File: src/rtl/eth_tx_arb_pkg.sv
// Shared types and constants for the Ethernet TX frame arbiter.
package eth_tx_arb_pkg;

   typedef enum logic [1:0] {
      IDLE  = 2'd0,
      GRANT = 2'd1,
      ABORT = 2'd2,
      DRAIN = 2'd3
   } arb_state_e;

   localparam logic [1:0] GRANT_NONE = 2'b00;
   localparam logic [1:0] GRANT_S0   = 2'b01;
   localparam logic [1:0] GRANT_S1   = 2'b10;

   localparam int unsigned TIMEOUT_CYCLES_DEF = 1024;

endpackage

File: src/rtl/rr_arb2.sv
// Two-request round-robin arbiter; the pointer names the source that wins a tie.
module rr_arb2
   import eth_tx_arb_pkg::*;
(
   input  logic       axi_tclk,
   input  logic       axi_tresetn,
   input  logic [1:0] req,
   input  logic       accept,
   output logic [1:0] gnt_c
);

   logic ptr_q;

   always_comb begin
      gnt_c = GRANT_NONE;
      if (req == 2'b11) begin
         gnt_c = ptr_q ? GRANT_S1 : GRANT_S0;
      end else begin
         gnt_c = req;
      end
   end

   // After granting source 0 the tie goes to source 1 next time, and vice versa.
   always_ff @(posedge axi_tclk or negedge axi_tresetn) begin
      if (!axi_tresetn) begin
         ptr_q <= 1'b0;
      end else if (accept && (gnt_c != GRANT_NONE)) begin
         ptr_q <= gnt_c[0];
      end
   end

endmodule

File: src/rtl/eth_tx_frame_arbiter.sv
// Frame-level round-robin mux of two AXI-Stream sources onto the TX MAC.
// Define ETH_TX_ARB_TIMEOUT_EN to add the mid-frame stall watchdog (ABORT/DRAIN).
module eth_tx_frame_arbiter
   import eth_tx_arb_pkg::*;
#(
   parameter int unsigned DATA_WIDTH     = 8,
   parameter int unsigned TIMEOUT_CYCLES = TIMEOUT_CYCLES_DEF
)(
   input  logic                  axi_tclk,
   input  logic                  axi_tresetn,
   input  logic                  enable_arb,
   input  logic [DATA_WIDTH-1:0] s0_axis_tdata,
   input  logic                  s0_axis_tvalid,
   input  logic                  s0_axis_tlast,
   output logic                  s0_axis_tready,
   input  logic [DATA_WIDTH-1:0] s1_axis_tdata,
   input  logic                  s1_axis_tvalid,
   input  logic                  s1_axis_tlast,
   output logic                  s1_axis_tready,
   output logic [DATA_WIDTH-1:0] m_axis_tdata,
   output logic                  m_axis_tvalid,
   output logic                  m_axis_tlast,
   output logic                  m_axis_tuser,
   input  logic                  m_axis_tready,
   output logic [1:0]            grant,
   output logic [15:0]           frame_cnt0,
   output logic [15:0]           frame_cnt1,
   output logic                  abort_pulse
);

   if (TIMEOUT_CYCLES == 0) begin : g_bad_timeout
      $error("TIMEOUT_CYCLES must be non-zero");
   end

   arb_state_e            state_q, state_d;
   logic [1:0]            grant_d;
   logic [1:0]            arb_gnt_c;
   logic                  arb_accept_c;
   logic                  inc0_c, inc1_c;
   logic [DATA_WIDTH-1:0] src_tdata_c;
   logic                  src_tvalid_c;
   logic                  src_tlast_c;

`ifdef ETH_TX_ARB_TIMEOUT_EN
   localparam int unsigned STALL_W = (TIMEOUT_CYCLES > 1) ? $clog2(TIMEOUT_CYCLES) : 1;

   logic [STALL_W-1:0] stall_q, stall_d;
   logic               seen_q, seen_d;
`endif

   rr_arb2 u_rr_arb2 (
      .axi_tclk    (axi_tclk),
      .axi_tresetn (axi_tresetn),
      .req         ({s1_axis_tvalid, s0_axis_tvalid}),
      .accept      (arb_accept_c),
      .gnt_c       (arb_gnt_c)
   );

   // Granted-source view; only consumed while a grant is held.
   assign src_tdata_c  = grant[1] ? s1_axis_tdata  : s0_axis_tdata;
   assign src_tvalid_c = grant[1] ? s1_axis_tvalid : s0_axis_tvalid;
   assign src_tlast_c  = grant[1] ? s1_axis_tlast  : s0_axis_tlast;

   always_comb begin
      state_d        = state_q;
      grant_d        = grant;
      arb_accept_c   = 1'b0;
      inc0_c         = 1'b0;
      inc1_c         = 1'b0;
      m_axis_tdata   = '0;
      m_axis_tvalid  = 1'b0;
      m_axis_tlast   = 1'b0;
      m_axis_tuser   = 1'b0;
      s0_axis_tready = 1'b0;
      s1_axis_tready = 1'b0;
`ifdef ETH_TX_ARB_TIMEOUT_EN
      stall_d        = stall_q;
      seen_d         = seen_q;
`endif
      case (state_q)
         IDLE: begin
            if (enable_arb && (s0_axis_tvalid || s1_axis_tvalid)) begin
               arb_accept_c = 1'b1;
               grant_d      = arb_gnt_c;
               state_d      = GRANT;
`ifdef ETH_TX_ARB_TIMEOUT_EN
               stall_d      = '0;
               seen_d       = 1'b0;
`endif
            end
         end
         GRANT: begin
            m_axis_tdata   = src_tdata_c;
            m_axis_tvalid  = src_tvalid_c;
            m_axis_tlast   = src_tlast_c;
            s0_axis_tready = grant[0] & m_axis_tready;
            s1_axis_tready = grant[1] & m_axis_tready;
            if (src_tvalid_c && m_axis_tready && src_tlast_c) begin
               inc0_c  = grant[0];
               inc1_c  = grant[1];
               grant_d = GRANT_NONE;
               state_d = IDLE;
            end
`ifdef ETH_TX_ARB_TIMEOUT_EN
            else if (src_tvalid_c) begin
               stall_d = '0;
               if (m_axis_tready) begin
                  seen_d = 1'b1;
               end
            end else if (seen_q) begin
               if (stall_q == STALL_W'(TIMEOUT_CYCLES - 1)) begin
                  state_d = ABORT;
               end else begin
                  stall_d = stall_q + STALL_W'(1);
               end
            end
`endif
         end
`ifdef ETH_TX_ARB_TIMEOUT_EN
         // Close the truncated frame toward the MAC with an error-marked last beat.
         ABORT: begin
            m_axis_tvalid = 1'b1;
            m_axis_tlast  = 1'b1;
            m_axis_tuser  = 1'b1;
            if (m_axis_tready) begin
               state_d = DRAIN;
            end
         end
         DRAIN: begin
            s0_axis_tready = grant[0];
            s1_axis_tready = grant[1];
            if (src_tvalid_c && src_tlast_c) begin
               grant_d = GRANT_NONE;
               state_d = IDLE;
            end
         end
`endif
         default: state_d = IDLE;
      endcase
   end

   always_ff @(posedge axi_tclk or negedge axi_tresetn) begin
      if (!axi_tresetn) begin
         state_q    <= IDLE;
         grant      <= GRANT_NONE;
         frame_cnt0 <= '0;
         frame_cnt1 <= '0;
      end else begin
         state_q <= state_d;
         grant   <= grant_d;
         if (inc0_c) begin
            frame_cnt0 <= frame_cnt0 + 16'd1;
         end
         if (inc1_c) begin
            frame_cnt1 <= frame_cnt1 + 16'd1;
         end
      end
   end

`ifdef ETH_TX_ARB_TIMEOUT_EN
   always_ff @(posedge axi_tclk or negedge axi_tresetn) begin
      if (!axi_tresetn) begin
         stall_q     <= '0;
         seen_q      <= 1'b0;
         abort_pulse <= 1'b0;
      end else begin
         stall_q     <= stall_d;
         seen_q      <= seen_d;
         abort_pulse <= (state_d == ABORT) && (state_q != ABORT);
      end
   end
`else
   assign abort_pulse = 1'b0;
`endif

endmodule

File: config.mk
export PLATFORM = sky130hd
export DESIGN_NAME = eth_tx_frame_arbiter
export DESIGN_NICKNAME = d
export VERILOG_FILES = /design/src/rtl/eth_tx_arb_pkg.sv /design/src/rtl/rr_arb2.sv /design/src/rtl/eth_tx_frame_arbiter.sv
export SDC_FILE = /design/constraint.sdc
export NUM_CORES = 1
export LEC_CHECK = 0
export CAP_MARGIN = 40
export CORE_MARGIN = 3
export CORE_UTILIZATION = 48
export DETAILED_ROUTE_END_ITERATION = 6
export GPL_TIMING_DRIVEN = 1
export HOLD_SLACK_MARGIN = 0.1
export PLACE_DENSITY = 0.86
export SYNTH_ARGS = -nofsm -noshare
export SYNTH_HDL_FRONTEND = slang
export SYNTH_HIERARCHICAL = 1
export SYNTH_SLANG_ARGS = --single-unit
File: constraint.sdc
create_clock -name axi_tclk -period 3.7 [get_ports axi_tclk]
set_input_delay 0.74 -clock axi_tclk [delete_from_list [all_inputs] [get_ports axi_tclk]]
set_output_delay 0.74 -clock axi_tclk [all_outputs]
set_load 0.01 [all_outputs]
* Word-level counts from Yosys, hierarchy flattened *
Cells that the tools add are included.

word-level totals
  flip-flop bits (word level) = 37
  input port bits = 24
  output and inout port bits = 48
  word-level logic and storage cells = 44

cells by class
  add/sub/neg operators = 2
  equality and inequality tests = 4
  mux-type cells = 21
  bitwise logic cells = 2
  reductions and logical operators = 10

operators with widths
  cell                   count
  $add 16x1->16 const B  2
  $mux 8                 2
  $mux 1                 12
  $mux 2                 5
  $pmux 2 s2             2
  $logic_and 1x1->1      4
  $ne 2x2->1 const B     2
  $reduce_bool 2->1      2
  $reduce_and 3->1       1
  $and 1x1->1            2
  $eq 2x1->1 const B     1
  $eq 2x2->1 const B     1
  $logic_not 2->1        1
  $reduce_and 2->1       1
  $logic_or 1x1->1       1

* Logic depth before layout (Yosys ltp) *
Gate-level depths: netlist of run 1.

  word-level depth = 5
  gate-level depth with buffers = 5
  mapped depth without buffers = 5

* Cells and area by module *
The synthesis of run 1 kept the hierarchy.

by module, submodules not included
  module                times used  cells each  area each (µm²)  seq. area each (µm²)
  eth_tx_frame_arbiter  1           169         1,875.5          875.8
  rr_arb2               1           6           55.1             25.0

* Least setup slack after synthesis of run 1 *
No wires, ideal clock.

  path kind = register to output
  from = reg grant[1]
  to = out m_axis_tdata[0]
  arrival = 1,122 ps
  required time = 2,960 ps
  setup slack = 1,838 ps
  cell stages (with the launch flop) = 5
  buffers on the path = 2
  cells stage by stage = dfrtp_1 > buf_2 > buf_2 > mux2i_1 > nor2b_1

between the ends
  cells in the longest elaborated chain, start to end = 2

ends and longest elaborated chain
  element                 RTL line                     source
  start, declared         eth_tx_frame_arbiter.sv:25   output logic [1:0] grant,
  start signal, assigned  eth_tx_frame_arbiter.sv:150  grant <= grant_d;
  $mux 8                  eth_tx_frame_arbiter.sv:60   assign src_tdata_c = grant[1] ? s1_axis_tdata : s0_axis_tdata;
  $mux 8                  eth_tx_frame_arbiter.sv:80   case (state_q)
  end, declared           eth_tx_frame_arbiter.sv:20   output logic [DATA_WIDTH-1:0] m_axis_tdata,

No other way between the ends.

* Final worst setup path of run 1 *
  from = in s1_axis_tvalid
  to = out m_axis_tvalid

between the ends
  cells in the longest elaborated chain, start to end = 2

ends and longest elaborated chain
  element          RTL line                    source
  start, declared  eth_tx_frame_arbiter.sv:17  input logic s1_axis_tvalid,
  $mux 1           eth_tx_frame_arbiter.sv:61  assign src_tvalid_c = grant[1] ? s1_axis_tvalid : s0_axis_tvalid;
  $mux 1           eth_tx_frame_arbiter.sv:80
  end, declared    eth_tx_frame_arbiter.sv:21  output logic m_axis_tvalid,

No other way between the ends.

==> impl_metrics.py, run 1 <==
metrics = {
    "status": {
        "status": "complete, no violations",
    },
    "logic_synthesis": {
        "syn_area_per_cell_um2": 11.0,
        "synthesis.area_um2": 1930,
        "synth-seq-cells": 36,
        "yosysTopAreaCell": "dfrtp_1",
        "synth_seq_area_share_pct": 46.7,
        "synth_warnings": 6,
        "synth.most_common_cell": "dfrtp_1",
        "syn_inst": 175,
        "synth_area_leaders": "dfrtp_1 47%, xnor2_1 6.8%, xor2_1 6.8%",
        "synth_top_area_share_pct": 46.7,
        "synth_commonest_cells": "36 x dfrtp_1, 15 x xnor2_1, 15 x xor2_1",
        "synth_edf_count": 0,
        "ys.flop_type": "dfrtp_1",
        "synthArstFlopShare_pct": 100,
        "yosysUniqueCellTypes": 39,
    },
    "sta": {
        "setup_viol": 0,
        "slew_headroom_pct": 47.7,
        "slew_viol_final": 0,
        "post-route-min-period_ns": 2.97,
        "finalClockSkew_ns": 0.00712,
        "rsz0062_at_grt": "false",
        "finalCritPeriodShare_pct": 80.3,
        "max_freq_mhz": 337,
        "setup_tns_ns": 0,
        "tightestPinTransition_ns": 0.784,
        "finalHoldViolCount": 0,
    },
    "die": {
        "fp.coreArea_um2": 3770,
        "die_w_um": 69.4,
        "ios": 72,
        "initial_core_util_pct": 51.2,
        "dieArea_um2": 4820,
        "fp.dieH_um": 69.4,
        "core.rowCount": 22,
    },
    "setup_path": {
        "r2r_end": "frame_cnt1[15]",
        "worstSetupEndpointType": "output pin",
        "path_class": "in2out",
        "r2r-start": "grant[1]",
        "worstPathMaxFanout": 10,
        "crit_required_ns": 2.96,
        "start_kind": "primary input",
        "arrival_ns": 2.23,
        "rrSetupSlack_ns": 1.69,
        "worst-r2r-cell-count": 4,
    },
    "placement": {
        "place_area_um2": 2660,
        "io_buffers": 69,
        "dp_hpwl_um": 3250,
        "globalplace.congestion": 0.825,
    },
    "final_layout": {
        "drive_gt1_share_pct": 7.69,
        "area_delta_synth_final_pct": 41.7,
        "nNetsFinal": 273,
        "antenna_cells": 0,
        "final_area_um2": 2740,
        "fill_cells": 289,
    },
    "global_routing": {
        "grt_first_pass_wirelength_um": 7300,
        "antenna_found_initial": 0,
        "gr-total-overflow": 0,
        "grt_max_degree": 37,
        "first_global_vias": 1529,
        "track_usage_pct": 18.8,
    },
    "worst_hold_path": {
        "min_from": "frame_cnt0[15]",
        "hold_depth": 1,
        "hold_path_class": "reg2reg",
        "min_to": "frame_cnt0[15]",
    },
    "flow_run": {
        "drv_cap": 0,
    },
    "clock_network": {
        "cts_inserted_buffers": 5,
        "cts_tree": "built",
        "cts_setup_buffers": 0,
        "clk_pin_slew_ns": 0.07,
        "cts_max_level": 2,
        "cts_hold_buffers": 0,
        "cts.sink_count": 36,
        "insertion_delay_ns": 0.29,
        "clockBufferDepth": 2,
        "postCtsResizedCells": 0,
        "cts_root_buffer": "clkbuf_8",
    },
    "pwr": {
        "irDropWorstVdd_uv": 317,
        "p_leak_nw": 1.21,
        "power_density_nw_per_um2": 446,
    },
    "route": {
        "drt-total-wl_um": 4320,
        "drc": 0,
        "ant_nets": 0,
        "wl_per_cell_um": 14.6,
        "drt-pass1-iter-count": 4,
        "drt-initial-drc-count": 103,
        "num_vias": 1565,
        "viasPerCell": 5.31,
    },
}
==> worst max-delay path by stage <==
| stage | startpoint | endpoint | cells after the start |
|---|---|---|---|
| after detailed placement | s1_axis_tvalid | m_axis_tvalid | 4 |
| after CTS | s1_axis_tvalid | m_axis_tvalid | 4 |
| after global placement | s1_axis_tvalid | m_axis_tvalid | 4 |
| after global routing | s1_axis_tvalid | m_axis_tvalid | 4 |
| after floorplan | grant[1] | m_axis_tdata[0] | 4 |
| final | s1_axis_tvalid | m_axis_tvalid | 4 |
==> kinds of logic after synthesis <==
group,count (synthesis),synth area share [%]
compound gates,13,5.57
xor+xnor,30,13.6
fa+ha+maj,2,1.30
buf+inv,9,2.33
flops,36,46.7
mux,12,6.35
other cells,1,0.194
simple gates,72,24.0
==> critical path, stage by stage <==
cell	delay (ns)
clkdlybuf4s50_1	0.68
mux2i_1	0.13
nor2b_1	0.13
clkdlybuf4s50_1	0.55
==> layer usage <==
metal,up-vias,track usage (%),routed length [um]
met5,-,0,0
li1,755,-,-
met2,58,29.7,2140
met4,0,6.07,48
met1,746,24.6,1860
met3,6,5.65,274
==> flip-flops by register name, indices dropped and copies added (netlist names) <==
| name | count |
|---|---|
| state_q | 1 |
| frame_cnt1 | 16 |
| frame_cnt0 | 16 |
| u_rr_arb2/ptr_q | 1 |
| grant | 2 |
==> cell usage in the layout (no fill, tap or decap), types with 2 or more instances in the layout <==
cell type        Yosys  final
conb_1               1      2
nor3_2               2      2
ha_1                 2      2
clkbuf_8             0      5
nor2b_1             10     10
and3_1               7      7
clkdlybuf4s50_1      0     69
nand2_1             13     13
dfrtp_1             36     36
mux2_2               2      2
nand4_1              8      8
nand3_1             11     11
a21o_1               2      2
nor2_1               3      3
xnor2_1             15     15
o21ai_0              3      3
mux2i_1             10     10
nor3_1               5      5
and4_1               4      4
and2_1               2      2
xor2_1              15     15
inv_1                3      3
==> report_power, final <==
group	leakage (nW)	internal, mW	switching [mW]	total (mW)
Combinational	0.687	0.263	0.160	0.423
Clock	0.0410	0.128	0.130	0.258
Sequential	0.486	0.436	0.104	0.540
==> layout make-up <==
| cell class | count | area [um2] | area share [%] |
|---|---|---|---|
| clock buffer | 6 | 72.6 | 2.65 |
| clock inverter | 1 | 5.00 | 0.183 |
| inverter | 3 | 11.3 | 0.412 |
| multi-input combinational | 131 | 988 | 36.1 |
| sequential | 36 | 901 | 32.9 |
| tap | 48 | 60.1 | 2.19 |
| timing repair buffer | 70 | 698 | 25.5 |
==> per-stage QoR <==
stage                     std cells  util (%)  power (mW)  setup WS [ns]  hold slack [ns]
final                           295      72.6        1.22          0.729            0.471
after global routing            295      72.6        1.29          0.637            0.496
after CTS                       295      72.6        1.23          0.721            0.475
after detailed placement        288      70.5       0.971          0.721            0.461
after global placement          288      70.5       0.961          0.747            0.461
after floorplan                 176         -       0.739           1.84            0.444
(Power assumes the default switching activity.)
==> inputs of run 2 (changes only) <==
- CORE_UTILIZATION: 48 -> 40
- PLACE_DENSITY: 0.86 -> 0.76
- clock period: 3.7 -> 2.4 ns (I/O delays scaled with it)
==> impl_metrics.py, run 2 (same netlist as run 1, synthesis figures left out) <==
metrics = {
    "global_routing": {
        "gr-total-overflow": 0,
        "track_usage_pct": 16.9,
        "antenna_found_initial": 0,
        "grt_max_degree": 37,
        "grt_first_pass_wirelength_um": 7340,
        "first_global_vias": 1527,
    },
    "final_layout": {
        "finish.utilization_pct": 62.9,
        "nNetsFinal": 281,
        "drive_gt1_share_pct": 11.3,
        "fill_cells": 382,
        "antenna_cells": 0,
        "area_delta_synth_final_pct": 46.7,
        "top_regs": "frame_cnt0 (16), frame_cnt1 (16), grant (2)",
        "final_area_um2": 2830,
        "layout_common_cells": "69 x clkdlybuf4s50_1, 35 x dfrtp_1, 15 x xor2_1, 15 x xnor2_1, 13 x nand2_1",
        "final_common_cell": "clkdlybuf4s50_1",
    },
    "setup_path": {
        "slowest_stage": "clkdlybuf4s50_1",
        "rrSetupSlack_ns": 0.62,
        "crit_chain": "clkdlybuf4s50_1 -> and3_2 -> clkdlybuf4s50_1",
        "r2r_end": "frame_cnt1[11]",
        "start_kind": "primary input",
        "cpMostUsedCell": "clkdlybuf4s50_1",
        "r2r-start": "grant[1]",
        "worstSetupEndpointType": "output pin",
        "worst-r2r-cell-count": 5,
        "arrival_ns": 1.77,
        "crit_required_ns": 1.92,
        "path_class": "in2out",
        "worstPathMaxFanout": 3,
        "cp_slowest_stage_delay_ns": 0.55,
    },
    "route": {
        "ant_nets": 0,
        "drc": 0,
        "wl_per_cell_um": 14.4,
        "drt-total-wl_um": 4440,
        "drt-pass1-iter-count": 4,
        "drt-initial-drc-count": 51,
        "num_vias": 1564,
        "viasPerCell": 5.08,
    },
    "flow_run": {
        "drv_cap": 0,
    },
    "die": {
        "dieArea_um2": 5700,
        "core.rowCount": 24,
        "fp.coreArea_um2": 4500,
        "fp.dieH_um": 75.5,
        "ios": 72,
        "initial_core_util_pct": 42.9,
        "die_w_um": 75.5,
    },
    "clock_network": {
        "clockBufferDepth": 2,
        "cts_root_buffer": "clkbuf_8",
        "cts_max_level": 2,
        "clk_pin_slew_ns": 0.07,
        "insertion_delay_ns": 0.29,
        "cts_tree": "built",
        "cts.sink_count": 36,
        "cts_inserted_buffers": 5,
    },
    "pwr": {
        "power_density_nw_per_um2": 719,
        "p_leak_nw": 1.27,
        "fin_total_pwr_mw": 2.04,
        "irDropWorstVdd_uv": 634,
    },
    "worst_hold_path": {
        "hold_depth": 1,
        "min_from": "frame_cnt0[15]",
        "hold_path_class": "reg2reg",
        "min_to": "frame_cnt0[15]",
    },
    "sta": {
        "setup_viol": 0,
        "finalCritPeriodShare_pct": 93.9,
        "slew_viol_final": 0,
        "post-route-min-period_ns": 2.25,
        "setup_tns_ns": 0,
        "max_freq_mhz": 444,
        "rsz0062_at_grt": "false",
        "finalClockSkew_ns": 0.00409,
        "finalHoldViolCount": 0,
    },
    "placement": {
        "globalplace.congestion": 0.776,
        "io_buffers": 69,
        "dp_hpwl_um": 3370,
        "place_area_um2": 2720,
    },
    "status": {
        "status": "complete, no violations",
    },
}
[run 2: cell type report]
type / instances / area [um2] / area share [%]
multi-input combinational: 131 / 988 / 34.9
sequential: 36 / 902 / 31.8
timing repair buffer: 78 / 758 / 26.8
clock buffer: 6 / 72.6 / 2.56
tap: 52 / 65.1 / 2.30
clock inverter: 2 / 35.0 / 1.24
inverter: 3 / 11.3 / 0.398
[run 2: layer usage]
layer | track usage [%] | vias to the layer above | routed length (um)
met5 | 0 | - | 0
met4 | 5.24 | 0 | 58
met3 | 4.62 | 9 | 206
met2 | 26.9 | 41 | 2080
met1 | 22.5 | 741 | 2090
li1 | - | 773 | -
[run 2: repair_timing]
action                     4_1_cts  5_1_grt
setup buffers                    0        0
hold buffers                     0        0
gates resized for setup          0        1
setup endpoints to repair        0       11
[run 2: worst max-delay path by stage]
stage / startpoint / end / slack, ns / depth (start not counted)
floorplan: grant[1] / m_axis_tdata[0] / 0.80 / 4
global placement: m_axis_tready / s0_axis_tready / 0.16 / 3
detailed placement: m_axis_tready / s0_axis_tready / 0.15 / 3
CTS: grant[1] / m_axis_tdata[4] / 0.04 / 3
global route: m_axis_tready / s0_axis_tready / 0.1 / 3
finish: m_axis_tready / s0_axis_tready / 0.15 / 3
[run 2: where the power goes]
group          switching [mW]  internal [mW]
combinational           0.275          0.431
sequential              0.133          0.674
clock                   0.215          0.308
total                   0.624           1.41
[run 2: critical path, delay by kind of cell]
family        cells  cell delay (ns)
simple gates      1             0.23
buf+inv           2             1.06
[run 2: per-stage QoR]
step / hold WS (ns) / std cells / worst slack (ns)
finish: 0.469 / 308 / 0.146
global route: 0.508 / 308 / 0.0967
CTS: 0.475 / 308 / 0.0373
detailed placement: 0.461 / 300 / 0.149
global placement: 0.461 / 300 / 0.163
floorplan: 0.184 / 176 / 0.798
